<file path="src/rtl/fht_seq_ctrl.sv">
// fht_seq_ctrl: stage sequencer for a radix-2 FHT engine built around one
// fht_but instance, using ping-pong data banks and a sin/cos ROM.
//
// Parameters:
//   LOG2_N  log2 of the transform size (N = 2^LOG2_N, must be >= 2)
//   WB_LAT  cycles from x1/x2/ROM issue to butterfly result (>= 1)
//   STG_W   stage counter width, 2^STG_W >= LOG2_N
//
// Ports:
//   iCLK, iRESET    clock (rising edge), asynchronous active-low reset
//   iSTART          start pulse, honoured only while idle and not in oDONE
//   oBUSY, oDONE    transform in progress / one-cycle completion pulse
//   oSTAGE, oBANK   current stage, read bank (the write bank is ~oBANK)
//   oRD_EN_12       strobe for oRD_ADDR_1, oRD_ADDR_2 and oROM_ADDR
//   oRD_EN_0        strobe for oRD_ADDR_0, one cycle after the x1/x2 read
//   oWR_EN          strobe for oWR_ADDR_0/1, WB_LAT cycles after the issue
//
// Build option: define FHT_CTRL_BITREV_EN to bit-reverse the stage-0 read
// addresses, so that naturally ordered input is consumed in place.

module fht_seq_ctrl #(
    parameter int LOG2_N = 10,
    parameter int WB_LAT = 3,
    parameter int STG_W  = 4
) (
    input  logic              iCLK,
    input  logic              iRESET,
    input  logic              iSTART,
    output logic              oBUSY,
    output logic              oDONE,
    output logic [STG_W-1:0]  oSTAGE,
    output logic              oBANK,
    output logic              oRD_EN_12,
    output logic [LOG2_N-1:0] oRD_ADDR_1,
    output logic [LOG2_N-1:0] oRD_ADDR_2,
    output logic [LOG2_N-2:0] oROM_ADDR,
    output logic              oRD_EN_0,
    output logic [LOG2_N-1:0] oRD_ADDR_0,
    output logic              oWR_EN,
    output logic [LOG2_N-1:0] oWR_ADDR_0,
    output logic [LOG2_N-1:0] oWR_ADDR_1
);

    localparam int AW = LOG2_N;
    localparam int DW = (WB_LAT > 1) ? $clog2(WB_LAT) : 1;
    localparam logic [STG_W-1:0] LAST_S = STG_W'(LOG2_N - 1);
    localparam logic [DW-1:0]    LAST_D = DW'(WB_LAT - 1);

    typedef enum logic [1:0] {
        IDLE,
        RUN,
        DRAIN
    } state_t;

    state_t           r_state;
    logic [AW-1:0]    r_k;
    logic [AW-1:0]    r_g;
    logic [STG_W-1:0] r_s;
    logic [DW-1:0]    r_d;

    // Issue-cycle x0 in read form, plus natural x0/x1 for the write path.
    logic [AW-1:0]    r_x0_rd;
    logic [AW-1:0]    r_x0;
    logic [AW-1:0]    r_x1;

    logic             r_wb_en [WB_LAT];
    logic [AW-1:0]    r_wb_a0 [WB_LAT];
    logic [AW-1:0]    r_wb_a1 [WB_LAT];

    state_t           w_nxt_state;
    logic [AW-1:0]    w_nxt_k;
    logic [AW-1:0]    w_nxt_g;
    logic [STG_W-1:0] w_nxt_s;
    logic [DW-1:0]    w_nxt_d;
    logic             w_nxt_bank;
    logic             w_issue;
    logic             w_done;

    logic [AW-1:0]    w_h;
    logic [AW-1:0]    w_hm1;
    logic             w_last_k;
    logic             w_last;

    // Current butterfly is the last of the stage when k = H-1 and g is the
    // final group, i.e. g | (2H-1) is all ones.
    assign w_h      = AW'(1) << r_s;
    assign w_hm1    = w_h - AW'(1);
    assign w_last_k = (r_k == w_hm1);
    assign w_last   = w_last_k && ((r_g | w_h | w_hm1) == '1);

    always_comb begin
        w_nxt_state = r_state;
        w_nxt_k     = r_k;
        w_nxt_g     = r_g;
        w_nxt_s     = r_s;
        w_nxt_d     = r_d;
        w_nxt_bank  = oBANK;
        w_issue     = 1'b0;
        w_done      = 1'b0;
        unique case (r_state)
            IDLE: begin
                // The oDONE cycle is still IDLE but must not accept a start.
                if (iSTART && !oDONE) begin
                    w_nxt_state = RUN;
                    w_nxt_k     = '0;
                    w_nxt_g     = '0;
                    w_nxt_s     = '0;
                    w_nxt_bank  = 1'b0;
                    w_issue     = 1'b1;
                end
            end
            RUN: begin
                if (w_last) begin
                    w_nxt_state = DRAIN;
                    w_nxt_d     = '0;
                end else begin
                    w_issue = 1'b1;
                    if (w_last_k) begin
                        w_nxt_k = '0;
                        w_nxt_g = r_g + (w_h << 1);
                    end else begin
                        w_nxt_k = r_k + AW'(1);
                    end
                end
            end
            DRAIN: begin
                if (r_d != LAST_D) begin
                    w_nxt_d = r_d + DW'(1);
                end else if (r_s == LAST_S) begin
                    w_nxt_state = IDLE;
                    w_done      = 1'b1;
                end else begin
                    w_nxt_state = RUN;
                    w_nxt_s     = r_s + STG_W'(1);
                    w_nxt_k     = '0;
                    w_nxt_g     = '0;
                    w_nxt_bank  = ~oBANK;
                    w_issue     = 1'b1;
                end
            end
            default: w_nxt_state = IDLE;
        endcase
    end

    // Addresses of the butterfly about to be presented on the outputs.
    logic [AW-1:0]    w_nh;
    logic [AW-1:0]    w_nx0;
    logic [AW-1:0]    w_nx1;
    logic [AW-1:0]    w_nx2;
    logic [AW-1:0]    w_nr0;
    logic [AW-1:0]    w_nr1;
    logic [AW-1:0]    w_nr2;
    logic [STG_W-1:0] w_rsh;
    logic [AW-2:0]    w_nrom;

    assign w_nh  = AW'(1) << w_nxt_s;
    assign w_nx0 = w_nxt_g + w_nxt_k;
    assign w_nx1 = w_nx0 + w_nh;
    // (H-k) mod H: zero for k = 0, so x2 collapses onto x1.
    assign w_nx2 = w_nxt_g + w_nh +
                   ((w_nxt_k == '0) ? AW'(0) : (w_nh - w_nxt_k));
    // k < H <= N/2, so k always fits the narrower ROM index.
    assign w_rsh  = LAST_S - w_nxt_s;
    assign w_nrom = w_nxt_k[AW-2:0] << w_rsh;

`ifdef FHT_CTRL_BITREV_EN
    function automatic logic [AW-1:0] bitrev(input logic [AW-1:0] a);
        for (int i = 0; i < AW; i++) begin
            bitrev[i] = a[AW-1-i];
        end
    endfunction

    logic w_brev;
    assign w_brev = (w_nxt_s == '0);
    assign w_nr0  = w_brev ? bitrev(w_nx0) : w_nx0;
    assign w_nr1  = w_brev ? bitrev(w_nx1) : w_nx1;
    assign w_nr2  = w_brev ? bitrev(w_nx2) : w_nx2;
`else
    assign w_nr0 = w_nx0;
    assign w_nr1 = w_nx1;
    assign w_nr2 = w_nx2;
`endif

    always_ff @(posedge iCLK or negedge iRESET) begin
        if (!iRESET) begin
            r_state    <= IDLE;
            r_k        <= '0;
            r_g        <= '0;
            r_s        <= '0;
            r_d        <= '0;
            r_x0_rd    <= '0;
            r_x0       <= '0;
            r_x1       <= '0;
            oBUSY      <= 1'b0;
            oDONE      <= 1'b0;
            oSTAGE     <= '0;
            oBANK      <= 1'b0;
            oRD_EN_12  <= 1'b0;
            oRD_ADDR_1 <= '0;
            oRD_ADDR_2 <= '0;
            oROM_ADDR  <= '0;
            oRD_EN_0   <= 1'b0;
            oRD_ADDR_0 <= '0;
            for (int i = 0; i < WB_LAT; i++) begin
                r_wb_en[i] <= 1'b0;
                r_wb_a0[i] <= '0;
                r_wb_a1[i] <= '0;
            end
        end else begin
            r_state    <= w_nxt_state;
            r_k        <= w_nxt_k;
            r_g        <= w_nxt_g;
            r_s        <= w_nxt_s;
            r_d        <= w_nxt_d;
            oBUSY      <= (w_nxt_state != IDLE);
            oDONE      <= w_done;
            oSTAGE     <= w_nxt_s;
            oBANK      <= w_nxt_bank;
            oRD_EN_12  <= w_issue;
            oRD_ADDR_1 <= w_nr1;
            oRD_ADDR_2 <= w_nr2;
            oROM_ADDR  <= w_nrom;
            r_x0_rd    <= w_nr0;
            r_x0       <= w_nx0;
            r_x1       <= w_nx1;
            // x0 enters the butterfly one cycle after x1/x2.
            oRD_EN_0   <= oRD_EN_12;
            oRD_ADDR_0 <= r_x0_rd;
            r_wb_en[0] <= oRD_EN_12;
            r_wb_a0[0] <= r_x0;
            r_wb_a1[0] <= r_x1;
            for (int i = 1; i < WB_LAT; i++) begin
                r_wb_en[i] <= r_wb_en[i-1];
                r_wb_a0[i] <= r_wb_a0[i-1];
                r_wb_a1[i] <= r_wb_a1[i-1];
            end
        end
    end

    assign oWR_EN     = r_wb_en[WB_LAT-1];
    assign oWR_ADDR_0 = r_wb_a0[WB_LAT-1];
    assign oWR_ADDR_1 = r_wb_a1[WB_LAT-1];

endmodule

</file>
<file path="config.mk">
export PLATFORM = sky130hd
export DESIGN_NAME = fht_seq_ctrl
export DESIGN_NICKNAME = d
export VERILOG_FILES = /design/src/rtl/fht_seq_ctrl.sv
export SDC_FILE = /design/constraint.sdc
export NUM_CORES = 1
export LEC_CHECK = 0
export BUFFER_PORTS_ARGS = -buffer_cell sky130_fd_sc_hd__buf_2
export CAP_MARGIN = 20
export CORE_ASPECT_RATIO = 0.9
export CORE_MARGIN = 2
export CORE_UTILIZATION = 30
export CTS_CLUSTER_SIZE = 8
export DETAILED_ROUTE_END_ITERATION = 16
export PLACE_DENSITY_LB_ADDON = 0.15
export SKIP_LAST_GASP = 1
export SYNTH_ARGS = -nofsm -noshare
export SYNTH_HDL_FRONTEND = slang
export SYNTH_SLANG_ARGS = --single-unit
</file>
<file path="constraint.sdc">
create_clock -name iCLK -period 11.28 [get_ports iCLK]
set_input_delay 2.256 -clock iCLK [delete_from_list [all_inputs] [get_ports iCLK]]
set_output_delay 2.256 -clock iCLK [all_outputs]
set_load 0.1 [all_outputs]
</file>
==> metrics.txt <==
status completed; antenna violations before repair 0; CTS H-tree lvls 4; reg-to-reg slack, setup 2.98 ns; Final Max Slew Viols 0; residual antenna-violating net count after detailed routing 0; Post-synth ARST share 100%; number of buffers created by CTS 17; remaining design rule violation count 0; largest stage delay on the critical path 0.60 ns; endpoint of the most critical register-to-register path oRD_ADDR_2[9]; Slew HR 44.5%; via count 5430; All-Layer GR Usage 14.8%; depth of the worst register-to-register path 30; placed wire-length estimate 14100 um; Post-Synthesis Mean Instance Area 10.1 um^2; leftover overflow at the end of global routing 0; initial cell density of the core 30.4%; TritonCTS clock tree built; Die Y 155 um; Hold/Removal Path Class reg -> reg; startpoint of the worst setup timing path r_s[0]; number of hold violations in the final report 0; Slowest cell on crit path sky130_fd_sc_hd__mux2i_1; highest attainable clock frequency 120 MHz; worst clock skew on the final layout 0.0161 ns; CORE AREA 0.0250 mm^2; fraction of the cycle the final worst path needs 73.6%; CP Max Fanout 17; number of global-route vias before repair 5511; number of buffers inserted for hold repair after clock tree synthesis 0; kind of start point of the critical path register; cell area after technology mapping 0.00763 mm^2; most congested layer reported by global routing met2; weighted congestion reported at the end of routability-driven placement 0.853; clock latency at the later pin of the worst-skew pair 0.43 ns; fraction of met1 tracks used by global routing 21.1%; number of buffers inserted by post-CTS setup repair 0; fraction of layout cells with a size suffix above 1 14.9%; antenna diode count 0; post-layout utilization of the core 34.7%; critical path capture point type register; EDFF count, synth 0; number of port buffers 71; Mapped Cells 757; Setup Viol. Count Final 0; #FFs+latches synth 134; slew at the pin closest to its max-slew limit 0.829 ns; count of warnings emitted by yosys 0; Resized cells post-CTS 0; I/O pin count 72; average wire per cell in the routed design 16.2 um; dominant cell type by count on the critical path sky130_fd_sc_hd__a21oi_1; Num Clock Sinks 134; count of routing violations after the opening detailed-route iteration 345; number of filler cells placed in the layout 2585; maximum count of clock buffers along a single path 2; number of rows created at floorplan 55; global-route wire length before repair 30400 um; area of the die 0.0267 mm^2; met2 Usage GRT 22.5%; floorplan die width 172 um; Worst EP required 11.58 ns; clock root buffer sky130_fd_sc_hd__clkbuf_16; Worst R2R Start r_s[0]; setup repair after global routing missed its margin no; routed wire length 18600 um; register area share after synthesis 44.0%; area grow syn2layout 13.9%; type of the setup path with the least slack reg -> reg; via/cell ratio 4.71; Crit path arrival time 8.60 ns; Most used DFF post-synth sky130_fd_sc_hd__dfrtp_1; worst setup path end oRD_ADDR_2[9]; net count of the mapped netlist 823; met3 track utilization from global routing 3.79%; total negative setup slack 0 ns; Nets 864; number of violations of the max-capacitance limit 0; pin count of the biggest net entering global routing 70; count of different cell masters after synthesis 74; clock slew seen by the registers of the worst setup and hold paths 0.07 ns; hold-critical path depth 0; clock period minus worst slack 8.30 ns; number of optimization iterations in the first detailed-route pass 5
[layer usage]
layer  routed length, um  part of all wire, %
met1                9110                   49
met2                8310                   45
met3                 989                  5.3
met4                 231                  1.2
met5                   0                    0
[placed cells by master (no fill, tap or decap), drive strengths merged, types with 13 or more instances in the layout]
cell and count:
dfrtp 134, inv 75, buf 73, nor2 60, ha 51, a21oi 48
nand2 46, xnor2 45, o21ai 23, nor3 20, clkbuf 17, o21bai 14
nand3 14, nand2b 13
[registers in the layout, indices dropped and copies added, names as in the netlist]
name,flops
r_state,2
r_wb_a0,20
r_g,10
oWR_EN,1
oDONE,1
oWR_ADDR_1,10
r_wb_a1,20
oBANK,1
r_k,10
r_x0,10
oROM_ADDR,9
r_s,4
r_wb_en,2
oRD_EN_12,1
oBUSY,1
oWR_ADDR_0,10
r_x1,10
r_d,2
oRD_ADDR_2,10
[kinds of logic (layout without fill, tap and decap cells)]
logic type	Yosys count	in the layout	synth area share, %
AND/OR/NAND/NOR	206	206	13.3
AO/OA/AOI/OAI	168	168	15.5
flip-flops	134	134	44.0
buffers and inverters	118	172	7.35
adder cells (fa/ha/maj)	65	65	11.8
XOR/XNOR	58	58	7.04
multiplexers	8	8	1.08
[per-stage QoR]
| step | cells | instance area [um^2] | hold slack, ns | setup WS, ns |
|---|---|---|---|---|
| final | 1153 | 8690 | 0.344 | 2.98 |
| after CTS | 1153 | 8690 | 0.344 | 3.04 |
| after floorplan | 757 | 7630 | 0.331 | 3.75 |
| after detailed placement | 1121 | 8120 | 0.335 | 2.92 |
| after global placement | 1121 | 8120 | 0.332 | 2.94 |
| after global routing | 1153 | 8690 | 0.341 | 2.17 |
[Yosys cell counts (5+ instances only)]
library cell / count / share of area [%]
sky130_fd_sc_hd__ha_1: 51 / 8.4
sky130_fd_sc_hd__nor2_1: 60 / 3.0
sky130_fd_sc_hd__dfrtp_1: 134 / 44
sky130_fd_sc_hd__o22ai_1: 9 / 0.74
sky130_fd_sc_hd__nor3b_1: 5 / 0.49
sky130_fd_sc_hd__nor3_1: 20 / 1.3
sky130_fd_sc_hd__o21ai_0: 20 / 1.3
sky130_fd_sc_hd__nor2b_1: 8 / 0.66
sky130_fd_sc_hd__and2_1: 10 / 0.82
sky130_fd_sc_hd__a21oi_1: 47 / 3.1
sky130_fd_sc_hd__nand2_1: 46 / 2.3
sky130_fd_sc_hd__a211oi_1: 11 / 1.1
sky130_fd_sc_hd__mux2i_1: 6 / 0.79
sky130_fd_sc_hd__nand2b_1: 13 / 1.1
sky130_fd_sc_hd__and3_1: 8 / 0.66
sky130_fd_sc_hd__nand4_1: 5 / 0.41
sky130_fd_sc_hd__xor2_1: 11 / 1.3
sky130_fd_sc_hd__buf_4: 31 / 3.1
sky130_fd_sc_hd__nand3_1: 14 / 0.92
sky130_fd_sc_hd__nor4_1: 5 / 0.41
sky130_fd_sc_hd__a21o_1: 11 / 1.1
sky130_fd_sc_hd__inv_1: 63 / 3.1
sky130_fd_sc_hd__a22o_1: 7 / 0.80
sky130_fd_sc_hd__clkbuf_1: 18 / 0.89
sky130_fd_sc_hd__o21bai_1: 14 / 1.4
sky130_fd_sc_hd__xnor2_1: 45 / 5.2
sky130_fd_sc_hd__o211ai_1: 5 / 0.49
sky130_fd_sc_hd__fa_1: 12 / 3.2
[how the worst min path moves through the flow]
stage                     slack (ns)            end         from
after floorplan                 0.33  oWR_ADDR_0[0]  r_wb_a0[10]
after global routing            0.34  oWR_ADDR_0[3]  r_wb_a0[13]
after global placement          0.33    r_wb_a1[15]  r_wb_a1[25]
final                           0.34    r_wb_a0[22]      r_x0[2]
after CTS                       0.34  oWR_ADDR_0[3]  r_wb_a0[13]
after detailed placement        0.33  oWR_ADDR_0[3]  r_wb_a0[13]
[worst max-delay path, delay by kind of cell, from the launching register on]
| family | cells | cell delay [ns] |
|---|---|---|
| adders and majority gates | 5 | 1.98 |
| buffers and inverters | 2 | 0.20 |
| DFF | 1 | 0.44 |
| AOI/OAI and AO/OA | 11 | 2.37 |
| muxes | 2 | 0.86 |
| xor gates and xnor gates | 2 | 0.52 |
| and+or+nand+nor | 8 | 1.80 |
[area by class of cell]
type / instances / area [um^2] / share of cell area, %
timing repair buffer: 73 / 377 / 4.34
inverter: 67 / 251 / 2.90
multi-input combinational: 505 / 3710 / 42.7
clock inverter: 15 / 139 / 1.60
sequential: 134 / 3350 / 38.6
tap: 342 / 428 / 4.93
clock buffer: 17 / 425 / 4.90
Power is not shown: default switching activity piles up to over one toggle a cycle in this logic, so the estimate is an artifact.
